[src/rtl/beeper_arbiter.sv]
// Fixed-priority arbiter sharing one Beeper between alarm, key click and song.
// Optional preemption of a playing grant by a higher requester: BEEPER_ARB_PREEMPT_EN.
module beeper_arbiter #(
    parameter int unsigned TICK_DIV = 12000,
    parameter int unsigned GAP_MS   = 20
) (
    input  logic        clk,
    input  logic        rst_n,
    input  logic [2:0]  req,
    input  logic [4:0]  tone0,
    input  logic [4:0]  tone1,
    input  logic [4:0]  tone2,
    input  logic [11:0] dur0,
    input  logic [11:0] dur1,
    input  logic [11:0] dur2,
    output logic [2:0]  grant,
    output logic [2:0]  done,
    output logic [2:0]  abort,
    output logic [4:0]  tone,
    output logic        tone_en,
    output logic        busy
);

    localparam int unsigned PW = (TICK_DIV > 1) ? $clog2(TICK_DIV) : 1;
    localparam int unsigned GW = (GAP_MS > 1) ? $clog2(GAP_MS) : 1;
    localparam logic [PW-1:0] PRE_LAST = PW'(TICK_DIV - 1);
    localparam logic [GW-1:0] GAP_LAST = GW'((GAP_MS > 0) ? GAP_MS - 1 : 0);

`ifdef BEEPER_ARB_PREEMPT_EN
    localparam bit PREEMPT = 1'b1;
`else
    localparam bit PREEMPT = 1'b0;
`endif

    typedef enum logic [1:0] {IDLE, PLAY, GAP} state_t;

    state_t         state;
    logic [11:0]    rem;
    logic [PW-1:0]  pre;
    logic [GW-1:0]  gap_cnt;

    logic [2:0]     req_hot;
    logic [4:0]     sel_tone;
    logic [11:0]    sel_dur;
    logic [2:0]     above;
    logic           tick;
    logic           cur_req;

    // Highest-priority request and its tone/duration; request bits above the current grant
    always_comb begin
        req_hot  = 3'b000;
        sel_tone = tone0;
        sel_dur  = dur0;
        if (req[2]) begin
            req_hot  = 3'b100;
            sel_tone = tone2;
            sel_dur  = dur2;
        end else if (req[1]) begin
            req_hot  = 3'b010;
            sel_tone = tone1;
            sel_dur  = dur1;
        end else if (req[0]) begin
            req_hot  = 3'b001;
        end
        above   = ~(3'(grant << 1) - 3'd1);
        tick    = (pre == PRE_LAST);
        cur_req = |(req & grant);
    end

    assign busy = (state != IDLE);

    always_ff @(posedge clk or negedge rst_n) begin
        if (!rst_n) begin
            state   <= IDLE;
            grant   <= '0;
            done    <= '0;
            abort   <= '0;
            tone    <= '0;
            tone_en <= 1'b0;
            rem     <= '0;
            pre     <= '0;
            gap_cnt <= '0;
        end else begin
            done  <= '0;
            abort <= '0;
            case (state)
                IDLE: begin
                    if (|req) begin
                        grant   <= req_hot;
                        tone    <= sel_tone;
                        rem     <= sel_dur;
                        pre     <= '0;
                        gap_cnt <= '0;
                        if (sel_dur == 12'd0) begin
                            // Zero duration: done with the grant, silence, still take the gap
                            done    <= req_hot;
                            tone_en <= 1'b0;
                            state   <= GAP;
                        end else begin
                            tone_en <= 1'b1;
                            state   <= PLAY;
                        end
                    end
                end
                PLAY: begin
                    pre <= tick ? '0 : pre + PW'(1);
                    if (tick) rem <= rem - 12'd1;
                    // Expiry wins over withdrawal/preemption in the same cycle
                    if (tick && rem == 12'd1) begin
                        done    <= grant;
                        grant   <= '0;
                        tone_en <= 1'b0;
                        pre     <= '0;
                        gap_cnt <= '0;
                        state   <= (GAP_MS == 0) ? IDLE : GAP;
                    end else if (PREEMPT && |(req & above)) begin
                        abort   <= grant;
                        grant   <= req_hot;
                        tone    <= sel_tone;
                        rem     <= sel_dur;
                        pre     <= '0;
                        gap_cnt <= '0;
                        if (sel_dur == 12'd0) begin
                            done    <= req_hot;
                            tone_en <= 1'b0;
                            state   <= GAP;
                        end
                    end else if (!cur_req) begin
                        abort   <= grant;
                        grant   <= '0;
                        tone_en <= 1'b0;
                        pre     <= '0;
                        gap_cnt <= '0;
                        state   <= (GAP_MS == 0) ? IDLE : GAP;
                    end
                end
                GAP: begin
                    grant <= '0;
                    pre   <= tick ? '0 : pre + PW'(1);
                    if (tick) gap_cnt <= gap_cnt + GW'(1);
                    if (GAP_MS == 0 || (tick && gap_cnt == GAP_LAST)) begin
                        state <= IDLE;
                    end
                end
                default: state <= IDLE;
            endcase
        end
    end

endmodule

[config.mk]
export PLATFORM = sky130hd
export DESIGN_NAME = beeper_arbiter
export DESIGN_NICKNAME = d
export VERILOG_FILES = /design/src/rtl/beeper_arbiter.sv
export SDC_FILE = /design/constraint.sdc
export NUM_CORES = 1
export LEC_CHECK = 0
export ABC_AREA = 1
export CAP_MARGIN = 20
export CORE_UTILIZATION = 30
export CTS_BUF_LIST = sky130_fd_sc_hd__clkbuf_16
export CTS_CLUSTER_SIZE = 12
export DETAILED_ROUTE_END_ITERATION = 8
export MAX_ROUTING_LAYER = met4
export PLACE_DENSITY = 0.52
export SYNTH_ARGS = -nofsm -noshare
export SYNTH_HDL_FRONTEND = slang
export SYNTH_SLANG_ARGS = --single-unit
[constraint.sdc]
create_clock -name clk -period 3.69 [get_ports clk]
set_input_delay 0.369 -clock clk [delete_from_list [all_inputs] [get_ports clk]]
set_output_delay 0.369 -clock clk [all_outputs]
set_load 0.01 [all_outputs]
==> run_summary.xml <==
<?xml version="1.0" encoding="UTF-8"?>
<metrics>
  <group name="place">
    <metric name="post-place-cells" unit="">634</metric>
    <metric name="gpl_wtd_cong" unit="">0.808</metric>
    <metric name="place.detailed.hpwl" unit="um">6420</metric>
    <metric name="io_buffers" unit="">71</metric>
  </group>
  <group name="sta">
    <metric name="grt_setup_unrepaired" unit="">no</metric>
    <metric name="remaining_max_slew_budget_at_the_tightest_pin" unit="">0.441</metric>
    <metric name="setup_viol_count_final" unit="">0</metric>
    <metric name="finalHoldViolations" unit="">0</metric>
    <metric name="slew_violations" unit="">0</metric>
    <metric name="fin_skew" unit="ns">0.00919</metric>
    <metric name="setup_total_negative_slack" unit="ns">0</metric>
    <metric name="max_slew.worst_pin.slew" unit="ns">0.839</metric>
    <metric name="layout_worst_path_cycle_share" unit="">0.616</metric>
    <metric name="achievable-frequency" unit="GHz">0.440</metric>
    <metric name="timing.final.crit_period" unit="ns">2.27</metric>
  </group>
  <group name="cells_and_area">
    <metric name="flow.area_growth_from_synthesis" unit="%">30.8</metric>
    <metric name="diodes" unit="">0</metric>
    <metric name="layout.nets" unit="">572</metric>
    <metric name="most-common-layout-cells" unit="">sky130_fd_sc_hd__nand2_1 (132), sky130_fd_sc_hd__clkdlybuf4s50_1 (70), sky130_fd_sc_hd__nor2_1 (57)</metric>
    <metric name="layoutNonFillerInstCount" unit="">642</metric>
    <metric name="drive_gt1_frac" unit="">0.0806</metric>
    <metric name="postLayoutCoreUtil" unit="">0.410</metric>
    <metric name="mostFrequentLayoutCell" unit="">sky130_fd_sc_hd__nand2_1</metric>
  </group>
  <group name="floorplanning">
    <metric name="core-area" unit="sq um">9910</metric>
    <metric name="floorplan.io_pins" unit="">72</metric>
    <metric name="initial_util" unit="">0.313</metric>
    <metric name="die-area" unit="sq um">10800</metric>
    <metric name="die_height" unit="um">104</metric>
    <metric name="core.rowCount" unit="">36</metric>
    <metric name="floorplan.die.width" unit="um">104</metric>
  </group>
  <group name="critical_path">
    <metric name="cp.required" unit="ns">3.91</metric>
    <metric name="critical_path_class" unit="">primary input to flip-flop</metric>
    <metric name="worst-endpoint-arrival" unit="ns">2.49</metric>
    <metric name="worst_path_largest_cell_delay" unit="ns">0.77</metric>
    <metric name="end_kind" unit="">flip-flop</metric>
    <metric name="critPathMaxFanout" unit="">16</metric>
    <metric name="cp_slowest_cell" unit="">sky130_fd_sc_hd__clkdlybuf4s50_1</metric>
    <metric name="critical_path.cell_chain" unit="">clkdlybuf4s50_1 &gt; nor2_4 &gt; nand3_2 &gt; o21ai_1 &gt; a21oi_2 &gt; o21ai_0 &gt; a21oi_1</metric>
    <metric name="worstSetupStartpointType" unit="">primary input</metric>
  </group>
  <group name="route">
    <metric name="drtPass1Iterations" unit="">4</metric>
    <metric name="wl_per_cell" unit="um">13.2</metric>
    <metric name="via_count" unit="">2940</metric>
    <metric name="drc" unit="">0</metric>
    <metric name="avgViaCountPerCell" unit="">4.58</metric>
    <metric name="detail_route.iter0.violations" unit="">133</metric>
    <metric name="antenna_violating_nets_post_route" unit="">0</metric>
    <metric name="drt_wl_total" unit="um">8440</metric>
  </group>
  <group name="clock_network">
    <metric name="cts-buffers-inserted" unit="">5</metric>
    <metric name="cts-hold-fix-buffers" unit="">0</metric>
    <metric name="htree_levels" unit="">2</metric>
    <metric name="cts-resized-gates" unit="">0</metric>
    <metric name="cts_sinks" unit="">48</metric>
    <metric name="clkSlewWorstSetupHoldPaths" unit="ns">0.07</metric>
    <metric name="cts_buffer_depth" unit="">2</metric>
    <metric name="clockRootBuffer" unit="">sky130_fd_sc_hd__clkbuf_16</metric>
    <metric name="cts.repair_timing.setup_buffer_count" unit="">0</metric>
    <metric name="cts_tree" unit="">built</metric>
    <metric name="worstSkewPairLatency" unit="ns">0.29</metric>
  </group>
  <group name="yosys">
    <metric name="netlist_area" unit="sq um">3110</metric>
    <metric name="synth-edff-count" unit="">0</metric>
    <metric name="yosysWarningCount" unit="">0</metric>
    <metric name="synthesis.instances" unit="">438</metric>
    <metric name="yosys-top-cells-area" unit="">sky130_fd_sc_hd__dfrtp_1 (39%), sky130_fd_sc_hd__nand2_1 (16%), sky130_fd_sc_hd__nor2_1 (6.9%)</metric>
    <metric name="synth.avg_cell_area" unit="sq um">7.09</metric>
    <metric name="async_reset_ff_frac" unit="">1.00</metric>
    <metric name="fraction_of_the_yosys_area_taken_by_sequential_cells" unit="">0.387</metric>
    <metric name="synth.net_count" unit="">502</metric>
    <metric name="synth.ff_latch_count" unit="">48</metric>
    <metric name="synthDominantCellAreaShare" unit="">0.387</metric>
    <metric name="synth-main-ff-cell" unit="">sky130_fd_sc_hd__dfrtp_1</metric>
    <metric name="post-synth-top-area-cell" unit="">sky130_fd_sc_hd__dfrtp_1</metric>
    <metric name="synth_cell_types" unit="">36</metric>
  </group>
  <group name="power">
    <metric name="static-leakage-power" unit="uW">0.00182</metric>
    <metric name="power.density" unit="nW/um^2">586</metric>
    <metric name="peakVddDrop" unit="mV">0.220</metric>
    <metric name="power" unit="uW">2380</metric>
  </group>
  <group name="global_route">
    <metric name="track_usage" unit="">0.171</metric>
    <metric name="global_route_wire_length_before_repair" unit="um">14300</metric>
    <metric name="grt.overflow.total" unit="">0</metric>
    <metric name="maximum_number_of_pins_on_one_net_before_global_route_repair" unit="">49</metric>
    <metric name="first_global_vias" unit="">2913</metric>
    <metric name="number_of_antenna_violations_at_the_first_check_in_global_routing" unit="">0</metric>
  </group>
  <group name="job">
    <metric name="max-cap-violations" unit="">0</metric>
  </group>
  <group name="min_path">
    <metric name="worst_hold_path_type" unit="">primary input to asynchronous set/reset pin</metric>
  </group>
  <group name="run_status">
    <metric name="outcome" unit="">complete, no violations</metric>
  </group>
</metrics>
## per-layer routing
metal / GRT usage / routed length (um) / vias up
met3: 0.0264 / 316 / 4
met1: 0.248 / 4450 / 1325
met5: - / 0 / -
met2: 0.247 / 3610 / 60
met4: 0.0429 / 69 / 0
li1: - / - / 1551
## worst paths after layout
path,from,end,slack (ns),cells past startpoint
setup / recovery,req[1],rem[4],1.42,7
hold / removal,rst_n,pre[11],0.18,2
setup reg to reg,pre[1],rem[4],1.55,7
hold reg to reg,rem[7],rem[7],0.49,2
max in group asynchronous,rst_n,rem[7],3.08,2
min in group clk,rem[7],rem[7],0.49,2
## kinds of logic after synthesis
| family | after synthesis | synth area share |
|---|---|---|
| and+or+nand+nor | 260 | 0.372 |
| DFF | 48 | 0.387 |
| xor gates and xnor gates | 9 | 0.0254 |
| adders and majority gates | 8 | 0.0322 |
| AOI/OAI and AO/OA | 55 | 0.101 |
| buffers and inverters | 58 | 0.0830 |
## per-stage QoR
step / hold WS, ns / setup slack [ns] / instance area, sq um
floorplan: 0.0734 / 2.13 / 3110
global placement: 0.473 / 1.15 / 3920
finish: 0.176 / 1.42 / 4060
global route: 0.230 / 1.06 / 4060
CTS: 0.203 / 1.44 / 4060
detailed placement: 0.476 / 1.10 / 3920
## synth_stat cells (2+ instances only)
master                       n
sky130_fd_sc_hd__nand3_1    38
sky130_fd_sc_hd__a31oi_1     3
sky130_fd_sc_hd__xnor2_1     2
sky130_fd_sc_hd__buf_6       4
sky130_fd_sc_hd__dfrtp_1    48
sky130_fd_sc_hd__buf_2       2
sky130_fd_sc_hd__nor2_4      2
sky130_fd_sc_hd__a41oi_1     5
sky130_fd_sc_hd__nor2_2      4
sky130_fd_sc_hd__nand2_2     5
sky130_fd_sc_hd__clkbuf_1    2
sky130_fd_sc_hd__nor3_2      4
sky130_fd_sc_hd__o211ai_1    2
sky130_fd_sc_hd__nor2_1     57
sky130_fd_sc_hd__nand2_1   132
sky130_fd_sc_hd__buf_4       2
sky130_fd_sc_hd__o21ai_1    17
sky130_fd_sc_hd__a21oi_1    12
sky130_fd_sc_hd__ha_1        8
sky130_fd_sc_hd__nand3_2     2
sky130_fd_sc_hd__nand4_1     8
sky130_fd_sc_hd__o21ai_0    12
sky130_fd_sc_hd__inv_2       7
sky130_fd_sc_hd__or2_2       3
sky130_fd_sc_hd__xor2_1      7
sky130_fd_sc_hd__inv_1      40
## state kept, by name, summed over array words and instances (netlist names)
register  flops
rem          12
state         2
done          3
pre          14
grant         3
tone          5
gap_cnt       5
tone_en       1
abort         3
## report_power, final
group | internal (uW) | leakage, uW | total [uW] | switching, uW
sequential | 672 | 0.000624 | 792 | 119
clock | 249 | 0.0000635 | 454 | 205
combinational | 436 | 0.00113 | 1130 | 699
total | 1360 | 0.00182 | 2380 | 1020
## worst max-delay path: cells and delay by family
family	cells	cell delay, ns
AO/OA/AOI/OAI	4	1.02
buffers and inverters	1	0.77
AND/OR/NAND/NOR	2	0.33
## final cells by class
class,count,area (sq um)
multi-input combinational,332,1650
timing repair buffer,74,728
tap,133,166
fill,1053,5850
inverter,47,176
clock inverter,3,18.8
clock buffer,5,125
sequential,48,1200
Power figures use the tool's default switching activity.
